--- config.mk ---
export PLATFORM = sky130hd
export DESIGN_NAME = bus_if_flat
export DESIGN_NICKNAME = d
export VERILOG_FILES = /design/src/rtl/bus_if_if.sv /design/src/rtl/bus_if.sv /design/src/flat_wrapper.sv
export SDC_FILE = /design/constraint.sdc
export NUM_CORES = 1
export LEC_CHECK = 0
export CORE_MARGIN = 4
export CORE_UTILIZATION = 46
export DETAILED_ROUTE_END_ITERATION = 7
export GPL_TIMING_DRIVEN = 0
export PLACE_DENSITY = 0.95
export SYNTH_ARGS = -nofsm -noshare
export SYNTH_HDL_FRONTEND = slang
export SYNTH_SLANG_ARGS = --single-unit
--- constraint.sdc ---
create_clock -name clk -period 9.7 [get_ports clk]
set_clock_uncertainty 0.05 [all_clocks]
set_input_delay 1.455 -clock clk [delete_from_list [all_inputs] [get_ports clk]]
set_output_delay 1.455 -clock clk [all_outputs]
set_load 0.03 [all_outputs]
--- src/rtl/bus_if_if.sv ---
// Pipeline-side and arbitrated-bus-side signal bundle for the bus_if bridge.
// The slave modport is the bridge's view; master is the pipeline/bus environment.
interface bus_if_if;
  logic        stall;
  logic        flush;
  logic [29:0] addr;
  logic        as_;
  logic        rw;
  logic [31:0] wr_data;
  logic [31:0] rd_data;
  logic        busy;
  logic        err;
  logic        bus_req_;
  logic        bus_grnt_;
  logic [29:0] bus_addr;
  logic        bus_as_;
  logic        bus_rw;
  logic [31:0] bus_wr_data;
  logic [31:0] bus_rd_data;
  logic        bus_rdy_;

  modport slave (
    input  stall, flush, addr, as_, rw, wr_data, bus_grnt_, bus_rd_data, bus_rdy_,
    output rd_data, busy, err, bus_req_, bus_addr, bus_as_, bus_rw, bus_wr_data
  );

  modport master (
    output stall, flush, addr, as_, rw, wr_data, bus_grnt_, bus_rd_data, bus_rdy_,
    input  rd_data, busy, err, bus_req_, bus_addr, bus_as_, bus_rw, bus_wr_data
  );
endinterface

--- src/rtl/bus_if.sv ---
// Pipeline-to-shared-bus bridge: requests the arbiter, runs one locked access, returns read data.
// Define BUS_IF_TIMEOUT_EN to abort an access after 255 not-ready cycles with an err pulse.
module bus_if (
  input  logic     clk,
  input  logic     reset,
  bus_if_if.slave  bif
);

  typedef enum logic [1:0] {IDLE, REQ, ACCESS, STALL} state_t;

  state_t      state_q, state_d;
  logic        bus_req_q, bus_req_d;
  logic        bus_as_q, bus_as_d;
  logic        bus_rw_q, bus_rw_d;
  logic [29:0] bus_addr_q, bus_addr_d;
  logic [31:0] bus_wr_data_q, bus_wr_data_d;
  logic [31:0] rd_buf_q, rd_buf_d;
  logic [31:0] rd_data;
  logic        busy;
  logic        timeout;

`ifdef BUS_IF_TIMEOUT_EN
  logic [7:0] cnt_q, cnt_d;
  logic       err_q, err_d;

  // Counter restarts on the grant that enters ACCESS; 255 not-ready cycles trip the timeout.
  always_comb begin
    cnt_d   = cnt_q;
    timeout = 1'b0;
    if (state_q == REQ && !bif.bus_grnt_) begin
      cnt_d = 8'd0;
    end else if (state_q == ACCESS && bif.bus_rdy_) begin
      cnt_d   = cnt_q + 8'd1;
      timeout = (cnt_q == 8'd254);
    end
    err_d = timeout;
  end

  always_ff @(posedge clk or posedge reset) begin
    if (reset) begin
      cnt_q <= 8'd0;
      err_q <= 1'b0;
    end else begin
      cnt_q <= cnt_d;
      err_q <= err_d;
    end
  end

  assign bif.err = err_q;
`else
  assign timeout = 1'b0;
  assign bif.err = 1'b0;
`endif

  always_comb begin
    state_d       = state_q;
    bus_req_d     = bus_req_q;
    bus_as_d      = bus_as_q;
    bus_rw_d      = bus_rw_q;
    bus_addr_d    = bus_addr_q;
    bus_wr_data_d = bus_wr_data_q;
    rd_buf_d      = rd_buf_q;
    rd_data       = 32'd0;
    busy          = 1'b0;
    case (state_q)
      IDLE: begin
        if (!bif.as_ && !bif.flush) begin
          busy          = 1'b1;
          bus_req_d     = 1'b0;
          bus_addr_d    = bif.addr;
          bus_rw_d      = bif.rw;
          bus_wr_data_d = bif.wr_data;
          state_d       = REQ;
        end
      end
      REQ: begin
        busy = 1'b1;
        // Grant takes priority over a simultaneous flush.
        if (!bif.bus_grnt_) begin
          bus_as_d = 1'b0;
          state_d  = ACCESS;
        end else if (bif.flush) begin
          bus_req_d = 1'b1;
          state_d   = IDLE;
        end
      end
      ACCESS: begin
        bus_as_d = 1'b1;
        if (!bif.bus_rdy_) begin
          rd_data   = bus_rw_q ? bif.bus_rd_data : 32'd0;
          rd_buf_d  = rd_data;
          bus_req_d = 1'b1;
          state_d   = bif.stall ? STALL : IDLE;
        end else begin
          busy = 1'b1;
          if (timeout) begin
            bus_req_d = 1'b1;
            state_d   = IDLE;
          end
        end
      end
      STALL: begin
        rd_data = rd_buf_q;
        if (!bif.stall) state_d = IDLE;
      end
      default: state_d = IDLE;
    endcase
  end

  always_ff @(posedge clk or posedge reset) begin
    if (reset) begin
      state_q       <= IDLE;
      bus_req_q     <= 1'b1;
      bus_as_q      <= 1'b1;
      bus_rw_q      <= 1'b1;
      bus_addr_q    <= 30'd0;
      bus_wr_data_q <= 32'd0;
      rd_buf_q      <= 32'd0;
    end else begin
      state_q       <= state_d;
      bus_req_q     <= bus_req_d;
      bus_as_q      <= bus_as_d;
      bus_rw_q      <= bus_rw_d;
      bus_addr_q    <= bus_addr_d;
      bus_wr_data_q <= bus_wr_data_d;
      rd_buf_q      <= rd_buf_d;
    end
  end

  assign bif.rd_data     = rd_data;
  assign bif.busy        = busy;
  assign bif.bus_req_    = bus_req_q;
  assign bif.bus_as_     = bus_as_q;
  assign bif.bus_rw      = bus_rw_q;
  assign bif.bus_addr    = bus_addr_q;
  assign bif.bus_wr_data = bus_wr_data_q;

endmodule

--- src/flat_wrapper.sv ---
// flat-port wrapper written by rule: the top's interface ports become plain ports
module bus_if_flat 
  (clk, reset, bif_stall, bif_flush, bif_addr, bif_as_, bif_rw, bif_wr_data, bif_bus_grnt_, bif_bus_rd_data, bif_bus_rdy_, bif_rd_data, bif_busy, bif_err, bif_bus_req_, bif_bus_addr, bif_bus_as_, bif_bus_rw, bif_bus_wr_data);
  bus_if_if bif_i ();
  input  logic clk;
  input  logic reset;
  input wire logic [$bits(bif_i.stall)-1:0] bif_stall;
  input wire logic [$bits(bif_i.flush)-1:0] bif_flush;
  input wire logic [$bits(bif_i.addr)-1:0] bif_addr;
  input wire logic [$bits(bif_i.as_)-1:0] bif_as_;
  input wire logic [$bits(bif_i.rw)-1:0] bif_rw;
  input wire logic [$bits(bif_i.wr_data)-1:0] bif_wr_data;
  input wire logic [$bits(bif_i.bus_grnt_)-1:0] bif_bus_grnt_;
  input wire logic [$bits(bif_i.bus_rd_data)-1:0] bif_bus_rd_data;
  input wire logic [$bits(bif_i.bus_rdy_)-1:0] bif_bus_rdy_;
  output wire logic [$bits(bif_i.rd_data)-1:0] bif_rd_data;
  output wire logic [$bits(bif_i.busy)-1:0] bif_busy;
  output wire logic [$bits(bif_i.err)-1:0] bif_err;
  output wire logic [$bits(bif_i.bus_req_)-1:0] bif_bus_req_;
  output wire logic [$bits(bif_i.bus_addr)-1:0] bif_bus_addr;
  output wire logic [$bits(bif_i.bus_as_)-1:0] bif_bus_as_;
  output wire logic [$bits(bif_i.bus_rw)-1:0] bif_bus_rw;
  output wire logic [$bits(bif_i.bus_wr_data)-1:0] bif_bus_wr_data;
  assign bif_i.stall = bif_stall;
  assign bif_i.flush = bif_flush;
  assign bif_i.addr = bif_addr;
  assign bif_i.as_ = bif_as_;
  assign bif_i.rw = bif_rw;
  assign bif_i.wr_data = bif_wr_data;
  assign bif_i.bus_grnt_ = bif_bus_grnt_;
  assign bif_i.bus_rd_data = bif_bus_rd_data;
  assign bif_i.bus_rdy_ = bif_bus_rdy_;
  assign bif_rd_data = bif_i.rd_data;
  assign bif_busy = bif_i.busy;
  assign bif_err = bif_i.err;
  assign bif_bus_req_ = bif_i.bus_req_;
  assign bif_bus_addr = bif_i.bus_addr;
  assign bif_bus_as_ = bif_i.bus_as_;
  assign bif_bus_rw = bif_i.bus_rw;
  assign bif_bus_wr_data = bif_i.bus_wr_data;
  bus_if u_core (.clk(clk), .reset(reset), .bif(bif_i));
endmodule
### Yosys cells after proc, flatten, opt, wreduce, memory -nomap -nowiden

Cells that the tools add are included.

* RAM bits: 0
* memories kept: 0
* output and inout port bits: 99
* input bits: 102
* flip-flop bits (word level): 99
* logic and storage cells: 49
* bits in read-only memories: 0
* latch bits: 0

* shift operators: 0
* eq/ne operators: 10
* reductions and logical operators: 11
* divide/modulo/power cells: 0
* bitwise operators: 1
* multipliers: 0
* muxes and demuxes: 20
* $lt $le $gt $ge: 0
* add/sub/neg operators: 0

Operators with widths (number)
* $mux W32: 2
* $pmux W32 S2: 1
* $mux W2: 6
* $ne A2 B2 Y1 const B: 5
* $pmux W2 S4: 1
* $mux W1: 7
* $pmux W1 S3: 2
* $reduce_and A2 Y1: 3
* $reduce_and A5 Y1: 1
* $eq A2 B2 Y1 const B: 2
* $reduce_and A4 Y1: 1
* $ne A3 B3 Y1 const B: 1
* $reduce_bool A3 Y1: 1
* $eq A2 B1 Y1 const B: 1
* $logic_not A1 Y1: 2
* $logic_not A2 Y1: 1
* $ne A2 B1 Y1 const B: 1
* $pmux W1 S2: 1
* $reduce_bool A2 Y1: 1
* $logic_and A1 B1 Y1: 1
* $not A1 Y1: 1

### Longest topological paths before layout

* depth in word-level cells: 4
* gate-level depth with buffers: 7
* mapped depth without buffers: 5

### Worst setup path before layout

No wires, ideal clock.

* path kind: input to output
* start point: in bif_bus_rdy_
* end point: out bif_rd_data[9]
* stages: 4
* data arrival time: 2599 ps
* required time: 8195 ps
* buffers on the path: 2
* slack: 5596 ps
* path through: nand2b_1 -> buf_2 -> buf_2 -> o21ai_0

* cells in the longest elaborated chain, start to end: 2

RTL lines
* from (decl): RTL line flat_wrapper.sv:15 `input wire logic [$bits(bif_i.bus_rdy_)-1:0] bif_bus_rdy_;`
* $mux W32: RTL line bus_if.sv:89 `if (!bif.bus_rdy_) begin`
* $pmux W32 S2: RTL line bus_if.sv:65 `case (state_q)`
* to (decl): RTL line flat_wrapper.sv:16 `output wire logic [$bits(bif_i.rd_data)-1:0] bif_rd_data;`

No other way between the ends.

### Final worst setup path

Ends and elaborated chain as after synthesis.

==> results by group <==
Outcome
  • Status: finished, final reports clean

Final layout
  • P&R area growth vs syn: 51.1%
  • Diode count: 0
  • Fin area: 7010 um^2
  • Share of layout cells above drive strength 1: between 10% and 20%
  • Nets: 672

Pwr
  • Sw power: ~830 uW
  • PD cells: ~300 nW/um^2
  • Register share of total power: between 30 and 40%
  • Total power: around 2.1 mW
  • Gate power share: between 50 and 60%
  • Peak supply drop: roughly 160 uV
  • Internal power: approximately 1.3 mW
  • LEAKAGE: 2.97 nW
  • Sw frac: roughly two fifths
  • Clock group share of total power: a little under an eighth

Timing
  • Hold Vio Cnt, Final: 0
  • Worst Max-Slew Pin Slew: approximately 0.61 ns
  • Unrepaired setup endpoints after global routing: no
  • Tmin final: a little under 5 ns
  • Worst hold slack: ~0.44 ns
  • Final worst-path cycle share: roughly half
  • TNS Setup: 0 ns
  • Max-slew violations: 0
  • Max Fclk: just over 200 MHz
  • Max_slew headroom: 59.4%
  • Final setup viols: 0

Clock tree
  • Root Driver: clkbuf_8
  • H-Tree Depth: 3
  • Post-CTS Hold Buffers: 0
  • Worst-skew pair later-pin latency: roughly 0.36 ns
  • Clock transition at the registers of the reported paths: about 0.090 ns
  • CTS Buffer Depth: 2
  • # clock sinks: 99
  • CTS buffer count: 9
  • Post-CTS Resized: 0
  • Setup bufs post-CTS: 0
  • TritonCTS clock tree: done

Detailed routing
  • WL/cell: 19.2 um
  • Drt first pass iters: 5
  • DR DRC count: 0
  • Via-to-Cell Ratio: roughly 5.3
  • WL final: roughly 13 mm
  • Initial DRC Count: 247
  • Via count: 3736
  • Antenna Nets Post-Route: 0

Synthesis
  • Primary FF master, synth: dfrtp_1
  • Synth cell count leaders: dfrtp_1, nand2_1, mux2_4
  • Syn Nets: 461
  • Synth async-reset ratio: between 90% and 100%
  • Area share of and/or/nand/nor cells after synthesis: under 10%
  • Largest family of logic cells by synthesized area: multiplexers
  • Post-synth EDFFs: 0
  • XOR/XNOR Fraction of Synth Area: 0%
  • Synth Area in Adders: under 10%
  • Synth Instances: roughly 350
  • Syn_area_per_cell: ~13 um^2
  • Most numerous cell in the Yosys netlist: dfrtp_1
  • Mux share of post-synthesis cell area: between 20 and 25%
  • Ys Warns: 0
  • Synth Area in Compound Gates: 11.1%
  • Area share of the largest cell type after synthesis: 51.8%
  • Number of synthesized register bits: 99
  • Sequential share of the synthesized area: 53.5%
  • Netlist Area Pre-Place: around 4600 um^2
  • Library cells used by synthesis: 27
  • Top cells by area, synth: dfrtp_1, mux2_4, a32o_1
  • Post-synth top area cell: dfrtp_1

Worst setup path
  • Buf/Inv on CP: 4
  • Max incr delay on CP: 0.72 ns
  • Worst reg2reg path endpoint: u_core.bif.bus_addr[4]$_DFFE_PP0P_
  • Critical path peak fanout: 10
  • Worst path arrival time: 3.45 ns
  • Critical path origin: bif_bus_rdy_
  • Critical Path, Cell by Cell: clkdlybuf4s50_1 -> nand2b_1 -> buf_2 -> buf_2 -> o21ai_0 -> clkdlybuf4s50_1
  • CP Launch Type: input pin
  • CP Depth: 6
  • Reg-to-Reg Start: u_core.state_q[0]$_DFFE_PP0P_
  • Register-to-Register Path Depth: 6
  • CP Class: in2out
  • Crit-path leading delay family: buffers and inverters
  • CP Data Required Time: around 8 ns
  • Worst path slowest cell: clkdlybuf4s50_1
  • Worst setup EP type: output port
  • Crit path to: bif_rd_data[9]
  • R2r setup slk: between 7 and 8 ns

Flow run
  • Max cap viols: 0

Die
  • Initial Util: between 40% and 50%
  • Die Area: 11800 um^2
  • Core footprint: 9770 um^2
  • Io pins: approximately 200
  • Die extent in x: approximately 110 um
  • Die Span Y: 108 um
  • Row cnt: 36

Placed design
  • # port buffers: roughly 200
  • HPWL after DPL: 10.2 mm
  • Placed instance area: 6830 um^2
  • Routability cong.: between 0.8 and 0.9

Global route
  • Pin count of the biggest net entering global routing: 55
  • GR Overflow Total: 0
  • Total track usage: around 23%
  • Antenna violations before repair: 0
  • Vias in the first global route: 3991
  • Global-route wire length before repair: around 21 mm

Hold path
  • Worst Hold Class: reg2reg
==> layout by cell type (no fill, tap or decap), types with 2 or more instances in the layout <==
| cell | n |
|---|---|
| buf_4 | 2 |
| clkinvlp_4 | 2 |
| clkinv_2 | 2 |
| nand2b_1 | 2 |
| mux2_2 | 6 |
| a21oi_1 | 3 |
| buf_12 | 6 |
| clkbuf_1 | 11 |
| dfrtp_1 | 96 |
| buf_2 | 6 |
| inv_1 | 2 |
| o21ai_0 | 34 |
| clkdlybuf4s50_1 | 199 |
| a32o_1 | 31 |
| nand2_1 | 69 |
| mux2_4 | 59 |
| ha_1 | 6 |
| buf_6 | 4 |
| clkbuf_8 | 11 |
| dfstp_2 | 3 |
| nor2_1 | 3 |
==> worst min path at each step <==
| stage | slack, ns | endpoint | depth (start not counted) | start |
|---|---|---|---|---|
| after global routing | 0.47 | u_core.rd_buf_q[21]$_DFFE_PP0P_ | 2 | u_core.rd_buf_q[21]$_DFFE_PP0P_ |
| after detailed placement | 0.42 | u_core.rd_buf_q[9]$_DFFE_PP0P_ | 2 | u_core.rd_buf_q[9]$_DFFE_PP0P_ |
| after floorplan | 0.40 | u_core.rd_buf_q[0]$_DFFE_PP0P_ | 2 | u_core.rd_buf_q[0]$_DFFE_PP0P_ |
| after CTS | 0.44 | u_core.rd_buf_q[9]$_DFFE_PP0P_ | 2 | u_core.rd_buf_q[9]$_DFFE_PP0P_ |
| after global placement | 0.41 | u_core.rd_buf_q[11]$_DFFE_PP0P_ | 2 | u_core.rd_buf_q[11]$_DFFE_PP0P_ |
| final | 0.44 | u_core.rd_buf_q[9]$_DFFE_PP0P_ | 2 | u_core.rd_buf_q[9]$_DFFE_PP0P_ |
==> kinds of logic (layout without fill, tap and decap cells) <==
kind of cell | count (synthesis) | after routing
flip-flops | 99 | 99
AND/OR/NAND/NOR | 79 | 79
AO/OA/AOI/OAI | 70 | 70
multiplexers | 66 | 66
buffers and inverters | 32 | 248
adder cells (fa/ha/maj) | 6 | 6
other | 1 | 1
==> state kept, by name (all words and copies together), names as in the netlist <==
name,cells
u_core.bif.bus_addr,30
u_core.bif.bus_req_,1
u_core.rd_buf_q,32
u_core.bif.bus_rw,1
u_core.state_q,2
u_core.bif.bus_as_,1
u_core.bif.bus_wr_data,32
==> cell type report <==
class                   instances  area [um^2]
flip-flops and latches         99         2480
fillers                       655         2770
plain buffers                  29          253
repair buffers                200         2020
inverters                       3         13.8
clock buffers                  12          155
well taps                     133          166
multi-input cells             222         1890
clock inverters                 4         25.0
==> worst register-to-register path, stage by stage, from the launching register on <==
cell     delay [ns]
dfrtp_1        0.43
inv_1          0.14
ha_1           0.22
nor3b_2        0.20
buf_6          0.23
buf_12         0.19
mux2_4         0.31
==> routing by layer <==
layer	GRT usage, %	vias to the layer above	share of wire (%)
li1	-	1668	-
met1	27.3	1836	37
met2	39.9	197	53
met3	4.60	35	7.1
met4	9.83	0	3.1
met5	0	-	0
==> through the flow <==
stage	setup WS (ns)	utilization (%)	instances
after floorplan	5.60	-	353
after global placement	4.29	69.5	685
after detailed placement	4.77	69.8	686
after CTS	4.77	71.7	702
after global routing	4.65	71.7	702
final	4.75	71.7	702
==> power by group through the flow <==
stage	registers [mW]	logic, mW	clock network [mW]
final	0.712	1.12	0.248
after global routing	0.732	1.18	0.269
after CTS	0.710	1.13	0.252
after detailed placement	0.716	1.12	0
after global placement	0.699	1.10	0
after floorplan	0.974	0.410	0
(Power assumes the default switching activity.)
